## src/rtl/counter_control.sv

```systemverilog
// counter_control: syncs/debounces run and dir buttons, samples max switches, divides clock into enable ticks
module counter_control #(
  parameter int         CLOCK_HZ        = 50_000_000,
  parameter int         TICK_HZ         = 1,
  parameter int         DEBOUNCE_CYCLES = 1_000_000,
  parameter logic [2:0] MAX_DEFAULT     = 3'b101
) (
  input  logic       clock,
  input  logic       reset_n,
  input  logic       btn_run,
  input  logic       btn_dir,
  input  logic [2:0] sw_max,
  output logic       enable,
  output logic       direction,
  output logic [2:0] max_count,
  output logic       running
);
  localparam int DIV = CLOCK_HZ / TICK_HZ;
  localparam int DW  = $clog2(DIV);
  localparam int CW  = $clog2(DEBOUNCE_CYCLES);
  // bit 0 run button, bit 1 dir button, bits 4:2 switches
  logic [4:0] sync1_q, sync1_d, sync2_q, sync2_d;
  logic [1:0] stable_q, stable_d, prev_q, prev_d;
  logic [1:0][CW-1:0] cnt_q, cnt_d;
  logic [DW-1:0] div_q, div_d;
  logic enable_q, enable_d, direction_q, direction_d, running_q, running_d;
  logic [2:0] max_count_q, max_count_d;
  logic run_press, dir_press, tick;
  always_comb begin
    sync1_d = {sw_max, btn_dir, btn_run};
    sync2_d = sync1_q;
    prev_d = stable_q;
    stable_d = stable_q;
    cnt_d = '0;
    for (int i = 0; i < 2; i++) begin
      stable_d[i] = (sync2_q[i] != stable_q[i] && cnt_q[i] == CW'(DEBOUNCE_CYCLES - 1)) ? sync2_q[i] : stable_q[i];
      cnt_d[i] = (sync2_q[i] != stable_q[i] && cnt_q[i] != CW'(DEBOUNCE_CYCLES - 1)) ? cnt_q[i] + CW'(1) : '0;
    end
    run_press = stable_q[0] & ~prev_q[0];
    dir_press = stable_q[1] & ~prev_q[1];
    tick = running_q && div_q == DW'(DIV - 1);
    // a pause press overrides a coinciding tick
    enable_d = tick & ~run_press;
    running_d = running_q ^ run_press;
    direction_d = direction_q ^ dir_press;
    div_d = (!running_q || run_press || tick) ? '0 : div_q + DW'(1);
    max_count_d = running_q ? max_count_q : sync2_q[4:2];
  end
  always_ff @(posedge clock or negedge reset_n)
    if (!reset_n) begin
      sync1_q <= '0;
      sync2_q <= '0;
      stable_q <= '0;
      prev_q <= '0;
      cnt_q <= '0;
      div_q <= '0;
      enable_q <= 1'b0;
      direction_q <= 1'b0;
      running_q <= 1'b0;
      max_count_q <= MAX_DEFAULT;
    end else begin
      sync1_q <= sync1_d;
      sync2_q <= sync2_d;
      stable_q <= stable_d;
      prev_q <= prev_d;
      cnt_q <= cnt_d;
      div_q <= div_d;
      enable_q <= enable_d;
      direction_q <= direction_d;
      running_q <= running_d;
      max_count_q <= max_count_d;
    end
  assign enable = enable_q;
  assign direction = direction_q;
  assign running = running_q;
  assign max_count = max_count_q;
endmodule

```

## config.mk

```make
export PLATFORM = sky130hd
export DESIGN_NAME = counter_control
export DESIGN_NICKNAME = d
export VERILOG_FILES = /design/src/rtl/counter_control.sv
export SDC_FILE = /design/constraint.sdc
export NUM_CORES = 1
export LEC_CHECK = 0
export ABC_AREA = 0
export BUFFER_PORTS_ARGS = -buffer_cell sky130_fd_sc_hd__buf_4
export CELL_PAD_IN_SITES_DETAIL_PLACEMENT = 0
export CELL_PAD_IN_SITES_GLOBAL_PLACEMENT = 1
export CORE_UTILIZATION = 44
export CTS_CLUSTER_DIAMETER = 80
export CTS_CLUSTER_SIZE = 8
export DETAILED_ROUTE_END_ITERATION = 6
export GPL_TIMING_DRIVEN = 0
export PLACE_DENSITY = 0.72
export SETUP_SLACK_MARGIN = 0.05
export SYNTH_ARGS = -nofsm -noshare
export SYNTH_HDL_FRONTEND = slang
export SYNTH_SLANG_ARGS = --single-unit
```

## constraint.sdc

```tcl
create_clock -name clock -period 2.3 [get_ports clock]
set_clock_uncertainty 0.1 [all_clocks]
set_input_delay 0.46 -clock clock [delete_from_list [all_inputs] [get_ports clock]]
set_output_delay 0.46 -clock clock [all_outputs]
set_load 0.02 [all_outputs]
```

# Word-level counts from Yosys, hierarchy flattened
# Index checks and enable logic that the tools add are counted.
classes:
  add_sub_neg: 3
  mul: 0
  div: 0
  n_lt_le_gt_ge: 0
  n_eq_ne: 7
  n_shift: 0
  mux: 3
  n_bitwise: 8
  n_reduce_logical: 8
op_table:
  columns: ["cell", "n"]
  rows:
  - ["adder 20 x 1 -> 20 bit, second input constant", 2]
  - ["equality test 20 bit, second input constant", 2]
  - ["two-way mux 20 bit", 2]
  - ["inequality test 20 bit, second input constant", 2]
  - ["adder 26 x 1 -> 26 bit, second input constant", 1]
  - ["equality test 26 bit, second input constant", 1]
  - ["two-way mux 26 bit", 1]
  - ["logical AND 1 bit", 5]
  - ["AND 1 bit", 3]
  - ["inverter 1 bit", 3]
  - ["logical OR 1 bit", 2]
  - ["inequality test 1 bit", 2]
  - ["bitwise XOR 1 bit", 2]
  - ["zero test 1 bit", 1]
word_totals:
  reg_bits: 86
  latch_bits: 0
  mem_bits_rw: 0
  romBits: 0
  inputBits: 7
  output_inout_bits: 6
  word_cells: 41
  mem_count: 0

# Longest topological paths before layout
# Gate-level depths: netlist (run 1).
logic_depth:
  depth_word: 5
  depth_mapped: 6
  mapped_depth_nobuf: 5

# Worst setup path after synthesis (run 1)
# OpenSTA, ideal clock, no wires.
synth_path:
  path_type: "flip-flop to flip-flop"
  from: "register cnt_q[32] (netlist bit)"
  to: "register stable_q[1] (netlist: prev_d[1])"
  setup_ps: 128
  t_arrival_ps: 1938
  t_required_ps: 2072
  slack_ps: 135
  path_stages_with_launch: 5
  n_path_buf: 0
  synth_period_minus_slack_ps: 2165
  path_cell_list: "dfrtp_1 or4b_1 or4_4 nor2_1 mux2_1"
synth_between:
  elab_chain_len: 2
synth_rtl:
  columns: ["item", "line_no", "rtl"]
  rows:
  - ["start, declared", "24", "logic [1:0][CW-1:0] cnt_q, cnt_d;"]
  - ["start signal, assigned", "66", "cnt_q <= cnt_d;"]
  - ["equality test 20 bit", "36", "stable_d[i] = (sync2_q[i] != stable_q[i] && cnt_q[i] == CW'(DEBOUNCE_CYCLES - 1)) ? sync2_q[i] : stable_q[i];"]
  - ["logical AND 1 bit", "36", null]
  - ["end signal, assigned", "64", "stable_q <= stable_d;"]
  - ["end, declared", "23", "logic [1:0] stable_q, stable_d, prev_q, prev_d;"]
# No other way between the ends.
# A chain may end at the register's enable or synchronous reset.

# Final worst setup path (run 1)
layout_path:
  from: "register div_q[0]"
  to: "register div_q[20]"
layout_between:
  elab_chain_len: 4
  word_cells_on_any_way: 5
  cone_classes: "add/sub (1); eq/ne (1); mux (1); reduce/logical (2)"
layout_rtl:
  columns: ["item", "line_no", "rtl"]
  rows:
  - ["start, declared", "25", "logic [DW-1:0] div_q, div_d;"]
  - ["start signal, assigned", "67", "div_q <= div_d;"]
  - ["parallel branches: the longest is 3 deep, another holds adder 26 x 1 -> 26 bit", null, null]
  - ["two-way mux 26 bit *", "46", "div_d = (!running_q || run_press || tick) ? '0 : div_q + DW'(1);"]
  - ["net div_d[20]", "25", null]
# Mark *: on every way through the listed nets, which the timed path passes.

==> results of run 1 <==
[worst reg2reg max path, stage by stage, from the launching register on]
cell and delay, ps:
dfrtp_1 390, ha_2 260, nand4_4 150, or4_1 530, buf_2 180, or3_1 350, a21oi_1 140
[cell usage in the layout (no fill, tap or decap), types with 5 or more instances in the layout]
cell and instances:
nor3_1 14, inv_1 11, and3_1 6, and4_1 8
o21ai_0 13, xor2_1 12, dfrtp_1 83, buf_4 22
xnor2_1 35, nand4_1 17, nand2_1 19, or3_1 9
buf_2 5, nand3_1 21, a21oi_1 14, nor2_1 59
nor4_1 11, clkbuf_8 9
[flip-flops by register name, summed over array words and instances (netlist names)]
| register | flops |
|---|---|
| direction | 1 |
| sync1_q | 5 |
| running | 1 |
| prev_d | 2 |
| enable | 1 |
| cnt_q | 40 |
| max_count | 3 |
| sync2_q | 5 |
| div_q | 26 |
| prev_q | 2 |
[final cells by class]
type	count	share of cell area (%)
plain buffers	6	0.7982
clock buffers	9	2.725
flip-flops and latches	86	47.43
repair buffers	22	3.633
multi-input cells	279	39.28
clock inverters	7	2.257
well taps	108	2.973
inverters	11	0.9083
[where the power goes]
part           switching [mW]  internal (mW)
combinational          0.0551         0.0310
sequential             0.0140           1.53
clock                   0.564          0.625
[timing repair]
action | 4_1_cts | 5_1_grt
pin swaps | 1 | 2
endpoints found under the setup margin | 15 | 25
resized for setup | 4 | 6
buffers inserted | 2 | 8
[final timing paths]
kind                       startpoint    endpoint  slack [ps]  cells after the start
max reg2reg                  div_q[0]   div_q[20]         140                      6
max                          div_q[0]   div_q[20]         140                      6
min reg2reg                sync1_q[1]  sync2_q[1]         260                      0
min                         sw_max[2]  sync1_q[4]         100                      1
min in group asynchronous     reset_n   div_q[20]         180                      1
max in group asynchronous     reset_n   cnt_q[32]        1160                      1
[cell families after synthesis]
group,after synthesis,synth area share (%)
compound gates,32,5.000
xor+xnor,47,10.35
fa+ha+maj,4,1.258
buf+inv,17,1.918
flops,86,54.15
mux,8,2.170
simple gates,188,25.16
[layer usage]
metal	GRT usage (%)	up-vias
met4	7.577	0
li1	-	1419
met1	22.56	1359
met5	0	-
met2	26.27	33
met3	2.734	12
[metrics by stage]
stage / instance area, µm² / worst slack [ps] / setup TNS, ps
global route: 4546 / 63.77 / 0
global placement: 4204 / -78.93 / -193.9
detailed placement: 4204 / -67.80 / -193.5
finish: 4546 / 140.5 / 0
CTS: 4457 / 53.41 / 0
floorplan: 3979 / 134.7 / 0
==> out/metrics.cfg, run 1 <==
[pwr]
power.density_nw_per_um2=620.5
leakage_nw=1.797
irDropWorstVdd_uv=309.2
finalPower_mw=2.821

[clock_tree]
clock_latency_ps=350
clockBufferDepth=2
cts_sinks=86
numCtsBuffers=9
clk_pin_slew_ps=90
holdBufCountCts=0
h-tree-depth=3
cts_tree=yes
root_buffer=clkbuf_8

[cells_and_area]
final-instance-count-excl-fill=528
nFillCells=814
fin_nets=426
num_antenna_cells=0
fin_util_pct=52.12
area_delta_synth_final_pct=14.25
multi_input_area_um2=1785
area.sequential_um2=2156
layout-drive-gt1-share_pct=14.52

[yosys]
ys_seq_elements=86
yosys_warnings=0
synth_edf_count=0
synth_ff_type=dfrtp_1
synth.cell_area_um2=3979
synthCells=382
ys_types=40
ys_top_cells_by_area=dfrtp_1, xnor2_1, nor2_1, nand3_1, nand4_1
synth.most_common_cell=dfrtp_1
synth_top_area_share_pct=52.83
async_flop_share_pct=100.0
syn_avg_cell_area_um2=10.42
syn-num-nets=393
netlist_top_cells_count=dfrtp_1, nor2_1, xnor2_1
synth_top_area_cell=dfrtp_1
yosysSeqAreaShare_pct=54.15

[critical_path]
arrival_ps=2350
crit_slowest_cell=or4_1
cp_max_fo=9
worst_ep_required_time_ps=2490
critPathCaptureType=register
start_kind=register
crit_type=register to register
max_stage_delay_ps=530
cp_top_family=simple AND/OR/NAND/NOR gates
path_cells=ha_2 > nand4_4 > or4_1 > buf_2 > or3_1 > a21oi_1
path_buf_inv=1

[grt]
grt_pass1_vias=2771
grt_antenna_before_repair=0
gr-total-overflow=0
grtUsageTotal_pct=16.64
grt_start_max_net_pins=87
grt_pass1_wl_um=12830

[sta]
finalCritPeriodShare_pct=93.89
relSlewSlack_pct=29.83
setup_viol=0
hold_viol=0
fin_hold_ws_ps=104.5
worst_slew_pin_slew_ps=1052
slew_viol_final=0
fmax_mhz=463.1
rsz0062_at_grt=no
finalCriticalPeriod_ps=2159

[die]
die_y_um=97.10
rows=34
start_util_pct=45.62
dieArea_um2=9427
die_w_um=97.10
core_um2=8721
num_io_pins=13

[run]
maxCapViolCount=0

[detailed_routing]
viasPerCell=5.347
wl_met1_um=3593
wl_um=7311
vias=2823
drcViolationCount=0
wl_met2_um=3438
topRoutingLayerUsed=met4
drt-wirelength-per-cell_um=13.85
wl_met3_um=154
drtIter0Drc=94
drtPass1Iterations=4
ant_nets=0

[hold_path]
hold_class=input pin to register

[placement]
dp_cells=502
dp_hpwl_um=4775
port_buffers=12
gp_congestion=0.8069

[run_status]
status=finished, final reports clean

Note: power is estimated with default switching activity, not from simulation.
==> run 2, diff against run 1 <==
--- a/config.mk
+++ b/config.mk
@@ -9,12 +9,14 @@
 export BUFFER_PORTS_ARGS = -buffer_cell sky130_fd_sc_hd__buf_4
 export CELL_PAD_IN_SITES_DETAIL_PLACEMENT = 0
 export CELL_PAD_IN_SITES_GLOBAL_PLACEMENT = 1
+export CORE_MARGIN = 3
 export CORE_UTILIZATION = 44
 export CTS_CLUSTER_DIAMETER = 80
 export CTS_CLUSTER_SIZE = 8
 export DETAILED_ROUTE_END_ITERATION = 6
 export GPL_TIMING_DRIVEN = 0
 export PLACE_DENSITY = 0.72
+export REMOVE_ABC_BUFFERS = 1
 export SETUP_SLACK_MARGIN = 0.05
 export SYNTH_ARGS = -nofsm -noshare
 export SYNTH_HDL_FRONTEND = slang
==> run 2 against run 1 <==
Net effect: maximum frequency decreased by 1.1%; design area decreased by 2.2%; routed wire length about the same; first-iteration DRC count decreased by 7.4%; critical path type unchanged; die area increased by 8.4%; via count decreased by 0.11%; largest power group unchanged; largest cell class unchanged.
==> out/metrics.cfg, run 2 (synthesized netlist as in run 1, its figures left out) <==
[placement]
dp_hpwl_um=4665  ; -2.3%
gp_congestion=0.7492  ; -7.2%
place_area_um2=4169  ; -0.83%
port_buffers=12  ; unchanged
dp_cells=496  ; -1.2%

[detailed_routing]
drt-wirelength-per-cell_um=14.13  ; +2.0%
wl_um=7318  ; about the same
drcViolationCount=0  ; unchanged
drtPass1Iterations=4  ; unchanged
drtIter0Drc=87  ; -7.4%
viasPerCell=5.444  ; +1.8%
vias=2820  ; -0.11%
ant_nets=0  ; unchanged

[critical_path]
arrival_ps=2320  ; -30 ps
cp_max_fo=5  ; -4
critPathCaptureType=register
crit_type=register to register
start_kind=register
worst_ep_required_time_ps=2430  ; -60 ps

[sta]
worst_slew_pin_slew_ps=1068  ; +15.65 ps
slew_viol_final=0  ; unchanged
finalCritPeriodShare_pct=94.95  ; +1.1 points
fmax_mhz=457.9  ; -1.1%
hold_viol=0  ; unchanged
fin_hold_ws_ps=117.7  ; +13.21 ps
finalCriticalPeriod_ps=2184  ; +24.47 ps
rsz0062_at_grt=no
relSlewSlack_pct=28.79  ; -1.0 points
setup_viol=0  ; unchanged

[pwr]
irDropWorstVdd_uv=298.2  ; -3.5%
power.density_nw_per_um2=577.3  ; -7.0%
leakage_nw=1.729  ; -3.8%

[run]
maxCapViolCount=0  ; unchanged

[die]
die_y_um=101.1  ; +4.1%
core_um2=8763  ; +0.49%
start_util_pct=45.40  ; -0.22 points
rows=34  ; unchanged
dieArea_um2=10220  ; +8.4%
num_io_pins=13  ; unchanged
die_w_um=101.1  ; +4.1%

[cells_and_area]
reg_top3=cnt_q (40), div_q (26)
area.sequential_um2=2157  ; about the same
largest_reg_flops=40  ; unchanged
nFillCells=841  ; +3.3%
area_delta_synth_final_pct=11.76
layout-drive-gt1-share_pct=12.93  ; -1.6 points
final-instance-count-excl-fill=518  ; -1.9%
fin_nets=416  ; -2.3%
design_area_um2=4447  ; -2.2%
layout_common_cells=dfrtp_1, nor2_1, xnor2_1
num_antenna_cells=0  ; unchanged
largest-register=cnt_q
multi_input_area_um2=1798  ; +0.70%
layout_commonest_cell=dfrtp_1

[grt]
grt_pass1_vias=2809  ; +1.4%
grt_pass1_wl_um=13030  ; +1.5%
grt_start_max_net_pins=87  ; unchanged
gr-total-overflow=0  ; unchanged
grtUsageTotal_pct=15.84  ; -0.80 points
grt_antenna_before_repair=0  ; unchanged

[clock_tree]
cts_sinks=86  ; unchanged
clockBufferDepth=2  ; unchanged
clk_pin_slew_ps=80  ; about the same
numCtsBuffers=9  ; unchanged
holdBufCountCts=0  ; unchanged
cts_tree=yes
root_buffer=clkbuf_8
clock_latency_ps=350  ; about the same
h-tree-depth=3  ; unchanged

[hold_path]
hold_class=input pin to register

[run_status]
status=finished, final reports clean

==> run 2: report_power, final <==
part / switching [mW] / internal (mW)
Sequential: 0.0140 / 1.53
Combinational: 0.0553 / 0.0290
Clock: 0.519 / 0.418
Total: 0.588 / 1.98
==> run 2: repair_timing <==
item / in CTS / in global routing
gates resized for setup: 5 / 7
buffers inserted: 1 / 5
endpoints found under the setup margin: 43 / 39
pin swaps: 1 / 2
==> run 2: area by class of cell <==
class / instances / area share, %
sequential: 86 / 48.51
timing repair buffer: 18 / 3.320
multi-input combinational: 279 / 40.43
inverter: 11 / 0.9285
tap: 108 / 3.039
clock buffer: 12 / 3.264
clock inverter: 4 / 0.5065
==> run 2: through the flow <==
stage / setup WS [ps] / util [%] / total power [mW] / TNS, ps
2_1_floorplan: 134.7 / - / 1.603 / 0
3_3_place_gp: -117.9 / 47.57 / 1.654 / -2704
3_5_place_dp: -103.6 / 47.57 / 1.656 / -2816
4_1_cts: 74.84 / 49.91 / 2.611 / 0
5_1_grt: 60.88 / 50.74 / 2.691 / 0
6_report: 116.0 / 50.74 / 2.567 / 0
==> run 2: final timing paths <==
| path | slack [ps] | endpoint | start | depth (start not counted) |
|---|---|---|---|---|
| max | 120 | prev_d[1] | cnt_q[32] | 4 |
| min | 120 | sync1_q[1] | btn_dir | 1 |
| max reg2reg | 120 | prev_d[1] | cnt_q[32] | 4 |
| min reg2reg | 250 | sync2_q[0] | sync1_q[0] | 0 |
| max in group asynchronous | 1150 | cnt_q[32] | reset_n | 1 |
| min in group asynchronous | 180 | div_q[10] | reset_n | 1 |
==> run 2: worst max-delay path: stages (launching register included) <==
cell and delay (ps):
dfrtp_2 440, or4b_1 520, or4_4 540, nor2_4 160
mux2_1 320
==> run 2: per-layer routing <==
metal  GRT usage, %  up-vias  part of all wire [%]
li1               -     1400                     -
met1          21.33     1376                    50
met2          25.40       33                    45
met3          2.630       11                   2.8
met4          6.442        0                   1.6
met5              0        -                     0
